$ cat src/rtl/cr16_pkg.sv
// Shared CR16 ALU definitions: widths, opcode encodings and status-bit positions.
package cr16_pkg;

  localparam int unsigned DATA_W   = 16;
  localparam int unsigned OP_W     = 4;
  localparam int unsigned STATUS_W = 5;
  localparam int unsigned SHAMT_W  = 4;

  localparam logic [OP_W-1:0] OP_ADD   = 4'd0;
  localparam logic [OP_W-1:0] OP_ADDU  = 4'd1;
  localparam logic [OP_W-1:0] OP_ADDC  = 4'd2;
  localparam logic [OP_W-1:0] OP_ADDCU = 4'd3;
  localparam logic [OP_W-1:0] OP_SUB   = 4'd4;
  localparam logic [OP_W-1:0] OP_SUBU  = 4'd5;
  localparam logic [OP_W-1:0] OP_MUL   = 4'd6;
  localparam logic [OP_W-1:0] OP_AND   = 4'd7;
  localparam logic [OP_W-1:0] OP_OR    = 4'd8;
  localparam logic [OP_W-1:0] OP_XOR   = 4'd9;
  localparam logic [OP_W-1:0] OP_NOT   = 4'd10;
  localparam logic [OP_W-1:0] OP_LSH   = 4'd11;
  localparam logic [OP_W-1:0] OP_RSH   = 4'd12;
  localparam logic [OP_W-1:0] OP_ALSH  = 4'd13;
  localparam logic [OP_W-1:0] OP_ARSH  = 4'd14;
  localparam logic [OP_W-1:0] OP_RSVD  = 4'd15;

  localparam int unsigned STATUS_INDEX_CARRY    = 0;
  localparam int unsigned STATUS_INDEX_LOW      = 1;
  localparam int unsigned STATUS_INDEX_FLAG     = 2;
  localparam int unsigned STATUS_INDEX_ZERO     = 3;
  localparam int unsigned STATUS_INDEX_NEGATIVE = 4;

endpackage

$ cat src/rtl/cr16_alu_core.sv
// Combinational CR16 ALU datapath: adder/subtractor, multiplier, logic unit,
// shifter and per-opcode status flag generation.
module cr16_alu_core
  import cr16_pkg::*;
(
  input  logic [DATA_W-1:0]   a,
  input  logic [DATA_W-1:0]   b,
  input  logic [OP_W-1:0]     opcode,
  output logic [DATA_W-1:0]   result_c,
  output logic [STATUS_W-1:0] status_c
);

  localparam int unsigned SUM_W = DATA_W + 1;

  logic              add_cin;
  logic [SUM_W-1:0]  add_sum;
  logic [SUM_W-1:0]  sub_diff;
  logic [DATA_W-1:0] mul_lo;
  logic              shift_oob;
  logic [SHAMT_W-1:0] shamt;
  logic [DATA_W-1:0] shl;
  logic [DATA_W-1:0] shr;
  logic [DATA_W-1:0] sar;

  // One 17-bit adder serves all four add forms; bit 16 is the unsigned carry.
  assign add_cin  = (opcode == OP_ADDC) || (opcode == OP_ADDCU);
  assign add_sum  = {1'b0, a} + {1'b0, b} + SUM_W'(add_cin);
  // B - A; bit 16 is set exactly when B < A unsigned.
  assign sub_diff = {1'b0, b} - {1'b0, a};
  // The low half of a two's-complement product is sign-agnostic.
  assign mul_lo   = a * b;

  assign shift_oob = |b[DATA_W-1:SHAMT_W];
  assign shamt     = b[SHAMT_W-1:0];
  assign shl       = a << shamt;
  assign shr       = a >> shamt;
  assign sar       = $signed(a) >>> shamt;

  always_comb begin
    result_c = '0;
    status_c = '0;
    case (opcode)
      OP_ADD, OP_ADDC: begin
        result_c = add_sum[DATA_W-1:0];
        status_c[STATUS_INDEX_FLAG]     = (a[DATA_W-1] == b[DATA_W-1]) &&
                                          (result_c[DATA_W-1] != a[DATA_W-1]);
        status_c[STATUS_INDEX_NEGATIVE] = result_c[DATA_W-1];
      end
      OP_ADDU, OP_ADDCU: begin
        result_c = add_sum[DATA_W-1:0];
        status_c[STATUS_INDEX_CARRY] = add_sum[DATA_W];
      end
      OP_SUB: begin
        result_c = sub_diff[DATA_W-1:0];
        status_c[STATUS_INDEX_FLAG]     = (a[DATA_W-1] != b[DATA_W-1]) &&
                                          (result_c[DATA_W-1] != b[DATA_W-1]);
        status_c[STATUS_INDEX_NEGATIVE] = $signed(b) < $signed(a);
      end
      OP_SUBU: begin
        result_c = sub_diff[DATA_W-1:0];
        status_c[STATUS_INDEX_CARRY] = sub_diff[DATA_W];
        status_c[STATUS_INDEX_LOW]   = sub_diff[DATA_W];
      end
      OP_MUL:  result_c = mul_lo;
      OP_AND:  result_c = a & b;
      OP_OR:   result_c = a | b;
      OP_XOR:  result_c = a ^ b;
      OP_NOT:  result_c = ~a;
      // Any shift of 16 or more clears the result, arithmetic right included.
      OP_LSH, OP_ALSH: result_c = shift_oob ? '0 : shl;
      OP_RSH:  result_c = shift_oob ? '0 : shr;
      OP_ARSH: result_c = shift_oob ? '0 : sar;
      default: result_c = '0;
    endcase
    status_c[STATUS_INDEX_ZERO] = (result_c == '0);
  end

endmodule

$ cat src/rtl/cr16_alu.sv
// CR16 ALU top: combinational core followed by the enabled result/status register.
module cr16_alu
  import cr16_pkg::*;
(
  input  logic                I_CLK,
  input  logic                I_NRESET,
  input  logic                I_ENABLE,
  input  logic [DATA_W-1:0]   I_A,
  input  logic [DATA_W-1:0]   I_B,
  input  logic [OP_W-1:0]     I_OPCODE,
  output logic [DATA_W-1:0]   O_C,
  output logic [STATUS_W-1:0] O_STATUS
);

  logic [DATA_W-1:0]   result_c;
  logic [STATUS_W-1:0] status_c;

  cr16_alu_core u_core (
    .a        (I_A),
    .b        (I_B),
    .opcode   (I_OPCODE),
    .result_c (result_c),
    .status_c (status_c)
  );

  always_ff @(posedge I_CLK or negedge I_NRESET) begin
    if (!I_NRESET) begin
      O_C      <= '0;
      O_STATUS <= '0;
    end else if (I_ENABLE) begin
      O_C      <= result_c;
      O_STATUS <= status_c;
    end
  end

endmodule

$ cat config.mk
export PLATFORM = sky130hd
export DESIGN_NAME = cr16_alu
export DESIGN_NICKNAME = d
export VERILOG_FILES = /design/src/rtl/cr16_pkg.sv /design/src/rtl/cr16_alu_core.sv /design/src/rtl/cr16_alu.sv
export SDC_FILE = /design/constraint.sdc
export NUM_CORES = 1
export LEC_CHECK = 0
export BUFFER_PORTS_ARGS = -buffer_cell sky130_fd_sc_hd__buf_2
export CORE_AREA = 2 2 136 138
export DETAILED_ROUTE_END_ITERATION = 8
export DIE_AREA = 0 0 138 140
export PLACE_DENSITY = 0.7
export SYNTH_ARGS = -nofsm -noshare
export SYNTH_HDL_FRONTEND = slang
export SYNTH_HIERARCHICAL = 1
export SYNTH_SLANG_ARGS = --single-unit
export TNS_END_PERCENT = 30
$ cat constraint.sdc
create_clock -name I_CLK -period 0.8 [get_ports I_CLK]
set_input_delay 0.04 -clock I_CLK [delete_from_list [all_inputs] [get_ports I_CLK]]
set_output_delay 0.04 -clock I_CLK [all_outputs]
set_load 0.01 [all_outputs]
==> metrics.yaml <==
outcome:
  status: "complete, but fails checks"
  failed_checks: "negative setup slack"
route:
  drtPass1Iterations: 6
  drt_iter0_drc: 1231
  drc_errors: 0
  avgRoutedWirePerCell_um: 23.43
  totalWireLength_mm: 39.38
  num_vias: 10330
  viasPerCell: 6.146
  drtAntennaViolNets: 0
cts:
  cts.path.max_buffers: 2
  clk_latency_ns: 0.26
  cts_buffers: 3
  cts_tree: "yes"
  cts_root_buf: "clkbuf_16"
  clk_pin_slew_ns: 0.06
  htree_levels: 1
  cts_sinks: 21
timing:
  setup-violations-final: 42
  max_slew_margin_pct: 44.68
  period_needed_ns: 5.371
  rsz0062_at_grt: "yes"
  tightestPinTransition_ns: 0.8248
  slew_violations: 0
  post-route-period-util_pct: 671.4
  fmax_mhz: 186.2
  hold_violations: 0
  clock-skew-final_ns: 0
  timing.final.ws_setup_ns: -4.571
setup_path:
  cpPeakStageDelay_ns: 0.58
  worstPathRequired_ns: 0.95
  rrSetupSlack_ns: 0
  slowest_stage: "fa_1"
  crit_type: "in -> reg"
  start_kind: "input port"
  crit_arrival_ns: 5.52
  crit_path_end_kind: "flop"
  cp_common_cell: "fa_1"
  critical_path.max_fanout: 3
synth:
  netlist_area_um2: 8796
  synthArstFlopShare_pct: 100.0
  ys_ff_latch: 21
  syn_inst: 1095
  ys_seq_area_share_pct: 5.974
  synth_edf_count: 0
  ys.flop_type: "dfrtp_1"
  synth_warnings: 6
  avgSynthCellArea_um2: 8.033
  ys_types: 80
  syn_nets: 1315
place:
  finalWeightedCongestion: 1.078
  portBuffers: 59
  dpl_cell_area_um2: 11660
  dpl.hpwl_mm: 30.24
final_layout:
  antenna_cells: 0
  layout_common_cells: "315 x buf_4, 123 x inv_1, 106 x nand2_1"
  final_cell_area_um2: 13020
  final_common_cell: "buf_4"
  syn_to_final_growth_pct: 48.05
  drive_gt1_share_pct: 43.53
  fin_nets: 1673
job:
  drv_cap: 0
global_route:
  grt_pass1_vias: 10260
  grt_pass1_wl_mm: 58.10
  overflow: 0
  grt_max_degree: 35
  antenna_found_initial: 0
  gr-usage-all-layers_pct: 38.52
power:
  p_int_mw: 17.18
  ir_drop_mv: 2.191
  switchingPower_mw: 16.40
  clockPowerShare_pct: 3.2
  p_comb_share_pct: 92.4
  seq_power_share_pct: 4.4
  total_power_mw: 33.58
  p_leak_nw: 6.245
  cellPowerDensity_nw_per_um2: 2579
  switching_share_pct: 48.84
die:
  core_um2: 17780
  die_y_um: 140
  rows: 49
  floorplan.io_pins: 60
  initial_core_util_pct: 49.47
  die-area_um2: 19320
  die_w_um: 138
worst_hold_path:
  hold_class: "in -> reg"
## kinds of logic (layout without fill, tap and decap cells)
| family | count (synthesis) | after routing | synth area share, % |
|---|---|---|---|
| and+or+nand+nor | 325 | 325 | 16.77 |
| buffers and inverters | 232 | 589 | 10.40 |
| AOI/OAI and AO/OA | 228 | 228 | 17.95 |
| adders and majority gates | 181 | 181 | 32.75 |
| muxes | 61 | 61 | 11.32 |
| xor gates and xnor gates | 47 | 47 | 4.836 |
| DFF | 21 | 21 | 5.974 |
## cells in the mapped netlist, types with 9 or more instances
cell,instances,share of area (%)
inv_1,161,6.9
nand2_1,115,4.9
nor2_1,114,4.9
ha_1,99,14
fa_1,82,19
o21ai_0,48,2.7
clkbuf_1,46,2.0
a21oi_1,44,2.5
xnor2_1,36,3.6
mux4_2,22,5.6
dfrtp_1,21,6.0
mux2_4,20,3.4
nor3_1,18,1.0
nand2b_1,13,0.92
nand3_1,13,0.74
a211oi_1,12,1.0
a221oi_1,12,1.2
o211ai_1,12,1.0
mux2i_1,11,1.3
o22ai_1,11,0.78
xor2_1,10,1.0
nor2b_1,9,0.64
## per-layer routing
| metal | GRT usage, % | share of wire (%) |
|---|---|---|
| met2 | 61.36 | 44 |
| met3 | 8.274 | 11 |
| met4 | 18.53 | 6.6 |
| met5 | 0 | 0 |
| met1 | 50.11 | 38 |
## power by group through the flow
| stage | registers [mW] | clock network, mW | logic [mW] |
|---|---|---|---|
| after floorplan | 1.61 | 0 | 14.2 |
| after global placement | 1.47 | 0 | 21.3 |
| after detailed placement | 1.50 | 0 | 21.9 |
| after CTS | 1.49 | 1.09 | 25.7 |
| after global routing | 1.52 | 1.13 | 32.7 |
| final | 1.48 | 1.08 | 31.0 |
## final timing paths
| path | startpoint | depth (start not counted) | end |
|---|---|---|---|
| worst max-delay path | I_B[2] | 29 | O_C[15]$_DFFE_PN0P_ |
| worst min register to register | O_C[14]$_DFFE_PN0P_ | 1 | O_C[14]$_DFFE_PN0P_ |
| max in group asynchronous | I_NRESET | 2 | O_C[0]$_DFFE_PN0P_ |
| worst max register to register | O_C[1]$_DFFE_PN0P_ | 1 | O_C[1]$_DFFE_PN0P_ |
| worst min-delay path | I_ENABLE | 2 | O_C[13]$_DFFE_PN0P_ |
| min in group asynchronous | I_NRESET | 2 | O_C[2]$_DFFE_PN0P_ |
## area by class of cell
| cell class | count | area (µm²) |
|---|---|---|
| timing repair buffer | 418 | 3333 |
| multi-input combinational | 842 | 8138 |
| fill | 1257 | 4757 |
| tap | 229 | 286.5 |
| sequential | 21 | 525.5 |
| inverter | 167 | 660.6 |
| clock buffer | 4 | 78.83 |
## stage by stage
stage	setup WS, ns	std cells	utilization [%]	TNS [ns]	hold slack [ns]
4_1_cts	-4.445	1671	71.03	-66.59	0.1140
3_3_place_gp	-4.777	1639	65.56	-75.02	-0.002573
5_1_grt	-4.740	1681	73.24	-72.00	0.1201
3_5_place_dp	-4.892	1639	65.56	-76.35	0.01709
6_report	-4.571	1681	73.24	-69.23	0.1130
2_1_floorplan	-4.343	1095	-	-65.05	-0.2556
## critical path, delay by kind of cell
family                   cells  cell delay (ns)
AO/OA/AOI/OAI                6             0.90
multiplexers                 1             0.24
buffers and inverters       12             1.09
AND/OR/NAND/NOR              3             0.22
adder cells (fa/ha/maj)      7             3.02
## flip-flops by register name, indices dropped and copies added (netlist names)
name / cells
O_C: 16
O_STATUS: 5
## repair_timing
action,in CTS,in global routing
gates resized for setup,182,70
endpoints found under the setup margin,42,42
buffers inserted,31,12
endpoints found under the hold margin,21,0
hold buffers,1,0
pin swaps,75,54
No activity file was read; power rests on OpenSTA's default activity.
